===== config.mk =====
export PLATFORM = sky130hd
export DESIGN_NAME = configs_loader
export DESIGN_NICKNAME = d
export VERILOG_FILES = /design/src/rtl/configs_pkg.sv /design/src/rtl/cfg_onehot_dec.sv /design/src/rtl/configs_loader.sv
export SDC_FILE = /design/constraint.sdc
export NUM_CORES = 1
export LEC_CHECK = 0
export ABC_AREA = 1
export CAP_MARGIN = 10
export CORE_ASPECT_RATIO = 0.7
export CORE_UTILIZATION = 35
export CTS_CLUSTER_SIZE = 25
export DETAILED_ROUTE_END_ITERATION = 8
export GPL_TIMING_DRIVEN = 0
export PLACE_DENSITY = 0.71
export SETUP_SLACK_MARGIN = 0.1
export SYNTH_ARGS = -nofsm -noshare
export SYNTH_HDL_FRONTEND = slang
export SYNTH_SLANG_ARGS = --single-unit
export TNS_END_PERCENT = 100

===== constraint.sdc =====
create_clock -name clk -period 1.96 [get_ports clk]
set_clock_uncertainty 0.15 [all_clocks]
set_input_delay 0.392 -clock clk [delete_from_list [all_inputs] [get_ports clk]]
set_output_delay 0.392 -clock clk [all_outputs]
set_load 0.02 [all_outputs]

===== src/rtl/configs_pkg.sv =====
// Shared sizing constants and loader state encoding for the configuration store.
package configs_pkg;

  localparam int unsigned CFG_WORD_W    = 32;
  localparam int unsigned CFG_NUM_WORDS = 15;
  localparam int unsigned CFG_IDX_W     = 4;

  typedef enum logic [2:0] {
    StIdle,
    StLoad,
    StSetup,
    StStrobe,
    StHold,
    StDone
  } loader_state_e;

endpackage


===== src/rtl/cfg_onehot_dec.sv =====
// Group-index to one-hot enable decoder, gated by a strobe qualifier.
module cfg_onehot_dec
  import configs_pkg::*;
#(
  parameter int unsigned NUM_WORDS = CFG_NUM_WORDS,
  parameter int unsigned IDX_W     = CFG_IDX_W
) (
  input  logic [IDX_W-1:0]     idx,
  input  logic                 strobe,
  output logic [NUM_WORDS-1:0] onehot
);

  // At most one bit set, and only while strobe is high.
  always_comb begin
    onehot = '0;
    for (int unsigned i = 0; i < NUM_WORDS; i++) begin
      if (strobe && (idx == IDX_W'(i))) begin
        onehot[i] = 1'b1;
      end
    end
  end

endmodule


===== src/rtl/configs_loader.sv =====
// Write-side sequencer for the configuration latch bank: accepts words over
// valid/ready and drives a setup/strobe/hold sequence per latch group.
module configs_loader
  import configs_pkg::*;
#(
  parameter int unsigned WORD_W    = CFG_WORD_W,
  parameter int unsigned NUM_WORDS = CFG_NUM_WORDS,
  parameter int unsigned IDX_W     = CFG_IDX_W
) (
  input  logic                 clk,
  input  logic                 reset,
  input  logic                 io_start,
  input  logic                 io_word_valid,
  output logic                 io_word_ready,
  input  logic [WORD_W-1:0]    io_word,
  output logic [WORD_W-1:0]    io_d_out,
  output logic [NUM_WORDS-1:0] io_configs_en,
  output logic [IDX_W-1:0]     io_word_idx,
  output logic                 io_busy,
  output logic                 io_done
);

  localparam logic [IDX_W-1:0] LastIdx = IDX_W'(NUM_WORDS - 1);

  loader_state_e        state_q, state_d;
  logic [IDX_W-1:0]     idx_q, idx_d;
  logic [WORD_W-1:0]    d_out_q, d_out_d;
  logic [NUM_WORDS-1:0] en_q, en_d;

  // Next-state, index and data-bus update; the bus only loads on a handshake.
  always_comb begin
    state_d = state_q;
    idx_d   = idx_q;
    d_out_d = d_out_q;
    unique case (state_q)
      StIdle, StDone: begin
        if (io_start) begin
          idx_d   = '0;
          state_d = StLoad;
        end
      end
      StLoad: begin
        if (io_word_valid) begin
          d_out_d = io_word;
          state_d = StSetup;
        end
      end
      StSetup:  state_d = StStrobe;
      StStrobe: state_d = StHold;
      StHold: begin
        if (idx_q == LastIdx) begin
          state_d = StDone;
        end else begin
          idx_d   = idx_q + IDX_W'(1);
          state_d = StLoad;
        end
      end
      default: state_d = StIdle;
    endcase
  end

  // Enable is decoded from the upcoming state so the flop is high exactly in STROBE.
  cfg_onehot_dec #(
    .NUM_WORDS (NUM_WORDS),
    .IDX_W     (IDX_W)
  ) u_dec (
    .idx    (idx_q),
    .strobe (state_d == StStrobe),
    .onehot (en_d)
  );

  // State, index, data bus and enable registers with synchronous reset.
  always_ff @(posedge clk) begin
    if (reset) begin
      state_q <= StIdle;
      idx_q   <= '0;
      d_out_q <= '0;
      en_q    <= '0;
    end else begin
      state_q <= state_d;
      idx_q   <= idx_d;
      d_out_q <= d_out_d;
      en_q    <= en_d;
    end
  end

  // Status outputs decoded from the registered state.
  always_comb begin
    io_word_ready = (state_q == StLoad);
    io_busy       = (state_q == StLoad) || (state_q == StSetup) ||
                    (state_q == StStrobe) || (state_q == StHold);
    io_done       = (state_q == StDone);
  end

  assign io_d_out      = d_out_q;
  assign io_configs_en = en_q;
  assign io_word_idx   = idx_q;

endmodule


---- Word level (Yosys, flattened, before mapping) ----
Index checks and enable logic that the tools add are counted.
cells by class
  shifts and indexed selects .............. 0
  $lt $le $gt $ge ......................... 0
  $mul .................................... 0
  add/subtract/negate cells ............... 1
  equal/unequal tests ..................... 22
  bitwise operators ....................... 0
  div/mod/pow operators ................... 0
  reductions and logical operators ........ 24
  multiplexer cells ....................... 22
operators with widths
  operator                                              number
  equality test 4 bit (second input constant)           7
  equality test 4 x 3 -> 1 bit (second input constant)  4
  logical AND 1 bit                                     15
  two-way mux 1 bit                                     15
  one-hot mux 3 bit (5 select lines)                    1
  equality test 3 x 2 -> 1 bit (second input constant)  3
  two-way mux 3 bit                                     3
  equality test 4 x 2 -> 1 bit (second input constant)  2
  two-way mux 4 bit                                     2
  one-hot mux 4 bit (2 select lines)                    1
  equality test 3 bit (second input constant)           2
  adder 4 x 1 -> 4 bit (second input constant)          1
  equality test 4 x 1 -> 1 bit (second input constant)  1
  logical NOT 4 bit                                     1
  != test 2 bit (second input constant)                 2
  equality test 3 x 1 -> 1 bit (second input constant)  1
  logical NOT 3 bit                                     1
  logical OR 1 bit                                      3
  AND reduction 3 bit                                   1
  AND reduction 2 bit                                   1
  nonzero test 2 bit                                    1
  OR reduction 2 bit                                    1
storage, ports and cells
  bits in latches ......................... 0
  memories ................................ 0
  bits in read-only memories .............. 0
  input bits .............................. 36
  output and inout bits ................... 54
  word-level logic and storage cells ...... 73
  bits in registers ....................... 54
  RAM bits ................................ 0

---- Depth between registers and ports, before layout ----
  depth after elaboration ................. 6
  mapped depth ............................ 9
  mapped depth without buffers ............ 9

---- Hierarchy ----
From an unflattened synthesis, not the netlist that was laid out.
unflattened totals
  cell total of the unflattened synthesis .. 297
  area, all modules ....................... 2165.8 sq um
by module, submodules not included
  module          area each (sq um)  cells each  sequential area each (sq um)  instances
  configs_loader  2039.5             265         1081.0                        1
  cfg_onehot_dec  126.4              32          0.0                           1

---- Worst setup path after synthesis ----
OpenSTA, ideal clock, no wires.
  path type ............................... register -> register
  start ................................... reg idx_q[0], in the netlist io_word_idx[0]
  end ..................................... reg idx_q[3], in the netlist io_word_idx[3]
  buffers on the path ..................... 0
  clock period less this slack ............ 1623 ps
  cell stages (with the launch flop) ...... 9
  library setup time ...................... 116 ps
  setup slack ............................. 337 ps
  arrival time ............................ 1356 ps
  required time ........................... 1694 ps
  cells stage by stage .................... dfxtp_1 -> inv_1 -> ha_1 -> nand3_1 -> nor2_1 -> nor2_2 -> nand2_1 -> nand2_1 -> a21oi_1
between the ends
  word-level cells in the longest chain between the ends .. 3
  elaborated cells on any way between the ends .. 6
  classes of those cells .................. add/sub: 1; eq/ne: 2; mux: 2; reduce/logical: 1
RTL lines
  element                                                                           line                                        source
  from (decl)                                                                       configs_loader.sv:26                        logic [IDX_W-1:0] idx_q, idx_d;
  from (signal assigned)                                                            configs_loader.sv:81                        idx_q <= idx_d;
  adder 4 x 1 -> 4 bit / equality test 4 bit (equally long branches)                configs_loader.sv:54, configs_loader.sv:51
  two-way mux 4 bit / != test 2 bit (equally long branches)                         -
  one-hot mux 4 bit (2 select lines) / AND reduction 3 bit (equally long branches)  -
Several ways; a longest one is shown, not always the timed one. The select of a mux whose other input is x is not followed.
A chain may end at the register's enable or synchronous reset.

---- Worst setup path in the final report ----
  start ................................... reg state_q[1]
  end ..................................... out io_busy
between the ends
  word-level cells in the longest chain between the ends .. 4
  elaborated cells on any way between the ends .. 7
  classes of those cells .................. eq/ne: 4; reduce/logical: 3
RTL lines
  element                                                                              line                  source
  from (decl)                                                                          configs_loader.sv:25  loader_state_e state_q, state_d;
  from (signal assigned)                                                               configs_loader.sv:75  state_q <= StIdle;
  from (signal assigned)                                                               configs_loader.sv:80  state_q <= state_d;
  equality test 3 x 1 -> 1 bit / equality test 3 x 2 -> 1 bit (equally long branches)  configs_loader.sv:90  io_busy = (state_q == StLoad) || (state_q == StSetup) ||
  logical OR 1 bit (2 in series)                                                       configs_loader.sv:90
  logical OR 1 bit (*)                                                                 configs_loader.sv:91  (state_q == StStrobe) || (state_q == StHold);
  to (decl)                                                                            configs_loader.sv:19  output logic io_busy,
Mark *: on every way between the ends. The rest lies on a longest branch, timed or not.

==> run metrics <==
status complete, no violations; die area 0.00598 mm^2; vias in the first global route 1666; Netlist cell types 25; Crit path max-delay family flip-flops; number of synthesized flops with an enable pin 0; syn avg cell area 8.07 um^2; VDD IR max 0.508 mV; Setup violations, final 0; drt first pass iters 4; Cell Area, Placed 0.00297 mm^2; CP endpoint kind output port; Crit Path Max Fanout 6; Setup crit start kind flip-flop; Worst EP required 1.42 ns; syn nets 286; mapped cell area 0.00198 mm^2; R2R Setup Slk 0.30 ns; sequential element share of the synthesized area 54.5%; Vias/cell 4.48; Setup TNS Final 0 ns; Worst Tran Pin Value 0.541 ns; ordered cell list for the critical path nor2_1 > nand2_2 > o211ai_1 > buf_4; Root Buffer clkbuf_8; worst endpoint data arrival time 1.27 ns; YS warnings 0; hold-fix buffer count after cts 0; clock insertion delay at the later pin of the skew report 0.30 ns; RSZ-0062 raised after global routing yes; post-route cell area 0.00309 mm^2; post-DP HPWL 3.51 mm; DIE WIDTH 92.0 um; Reg-to-Reg Start io_word_idx[0]; Initial Util 37.2%; clk sink count 54; GP Congestion 0.773; I/O pin total 90; Highest Clock Rate 0.551 GHz; H-Tree Depth 2; Post-Route WL 4.76 mm; hold_sp io_d_out[22]; port bufs 89; final hold vios 0; CTS tree yes; Antenna Cells 0; total congestion overflow 0; initial antenna violation count 0; fraction of layout cells with a size suffix above 1 8.43%; Hold WC Path Type flip-flop to flip-flop; Core ar. 0.00534 mm^2; pins over their slew limit 0; CTS Buf Count 5; Clock Path Buffers 2; DRC 0; top-count cell post-synth nor2_1; P_leak 1.26 nW; Yosys top cell by area dfxtp_1; Via Count 1865; Max stage delay on crit path 0.37 ns; First DRT Iteration DRCs 53; Commonest cells post-synth nor2_1, dfxtp_1, o21ai_0, nand2_1, inv_1; clock-pin slew on the worst setup and hold paths 0.10 ns; die height 65 um; nets@finish 383; Synth area leaders dfxtp_1, nor2_1, o21ai_0; Most used DFF post-synth dfxtp_1; post-route minimum period 1.82 ns; Final Total Pwr 2.65 mW; Pwr per Cell Area 855 mW/mm^2; FF+latch count, synth 54; Total Routing Usage GR 16.1%; Slowest-stage cell, CP dfxtp_1; Reg2Reg Depth 8; largest net degree at the start of global routing 17; # Max-Cap Violations 0; global-route wire length before repair 7.71 mm; reg2reg end io_word_idx[3]; routed len/inst 11.4 um; area fraction of the dominant cell type after synthesis 54.5%; row count 22; worst hold endpoint io_d_out[22]; Post-Synthesis Cells 246; Crit path buffers/inverters 1; ys async rst share 0%; WHS Path Cells 2; antenna viol nets, final 0; Rel. slew slack 63.7%; Tcrit/Tclk final 92.7%; Layout area overhead 55.9%; worst setup path class flip-flop to output port
cells by family after synthesis:
kind of cell,Yosys count,share of synthesized area [%]
adder cells (fa/ha/maj),4,2.52
buffers and inverters,25,6.31
flip-flops,54,54.5
XOR/XNOR,1,0.441
AO/OA/AOI/OAI,42,10.9
AND/OR/NAND/NOR,120,25.3
tightest hold or removal path, stage by stage (launching register included):
cell	delay [ns]
dfxtp_1	0.33
o21ai_1	0.07
nor2_1	0.07
registers in the layout, summed over array words and instances (netlist names):
register / count
state_q: 3
io_word_idx: 4
io_configs_en: 15
io_d_out: 32
where the power goes:
group          switching (mW)  total [mW]  leakage (nW)  internal (mW)
logic                   0.359       0.670         0.769          0.311
clock network           0.354       0.736        0.0514          0.381
registers              0.0532        1.24         0.440           1.19
final cells by class:
type                    count  area (um^2)
multi-input cells         167          781
fillers                   515         2250
inverters                  14         56.3
plain buffers              11         75.1
flip-flops and latches     54         1080
clock inverters             2         37.5
clock buffers               6         72.6
repair buffers             90          897
well taps                  72         90.1
cell usage in the layout, fill, tap and decap left out, drive strengths merged, types with 2 or more instances in the layout:
cell type,n
clkinvlp,2
clkdlybuf4s15,2
a21oi,5
ha,4
clkdlybuf4s50,82
buf,9
dfxtp,54
o21ai,34
nand2,18
nor2,80
dlygate4sd2,3
clkbuf,10
nor3,10
nand3,10
inv,13
how the worst max path moves through the flow:
stage | from | end | slack [ns] | depth (start not counted)
global placement | reset | io_d_out[20] | -0.10 | 5
floorplan | io_word_idx[0] | io_word_idx[3] | 0.34 | 8
detailed placement | reset | io_d_out[19] | -0.11 | 5
global route | state_q[1] | io_busy | 0.04 | 4
finish | state_q[1] | io_busy | 0.14 | 4
CTS | state_q[0] | io_busy | 0.05 | 5
stage by stage:
stage	hold slack, ns	setup WS (ns)	std cells	util, %
floorplan	0.311	0.337	246	-
global placement	0.325	-0.101	407	55.5
detailed placement	0.336	-0.108	407	55.5
CTS	0.358	0.0482	415	57.5
global route	0.376	0.0430	416	57.9
finish	0.352	0.144	416	57.9
layer usage:
metal / wire [um] / GRT usage, % / vias up
li1: - / - / 981
met1: 2440 / 22.5 / 807
met2: 1910 / 24.1 / 72
met3: 378 / 4.81 / 5
met4: 29 / 4.10 / 0
met5: 0 / 0 / -
repair_timing:
| action | in CTS | in global routing |
|---|---|---|
| pin swaps | 0 | 1 |
| endpoints found under the setup margin | 6 | 6 |
| resized for setup | 13 | 10 |
| buffers inserted | 0 | 1 |
Power figures use the tool's default switching activity.
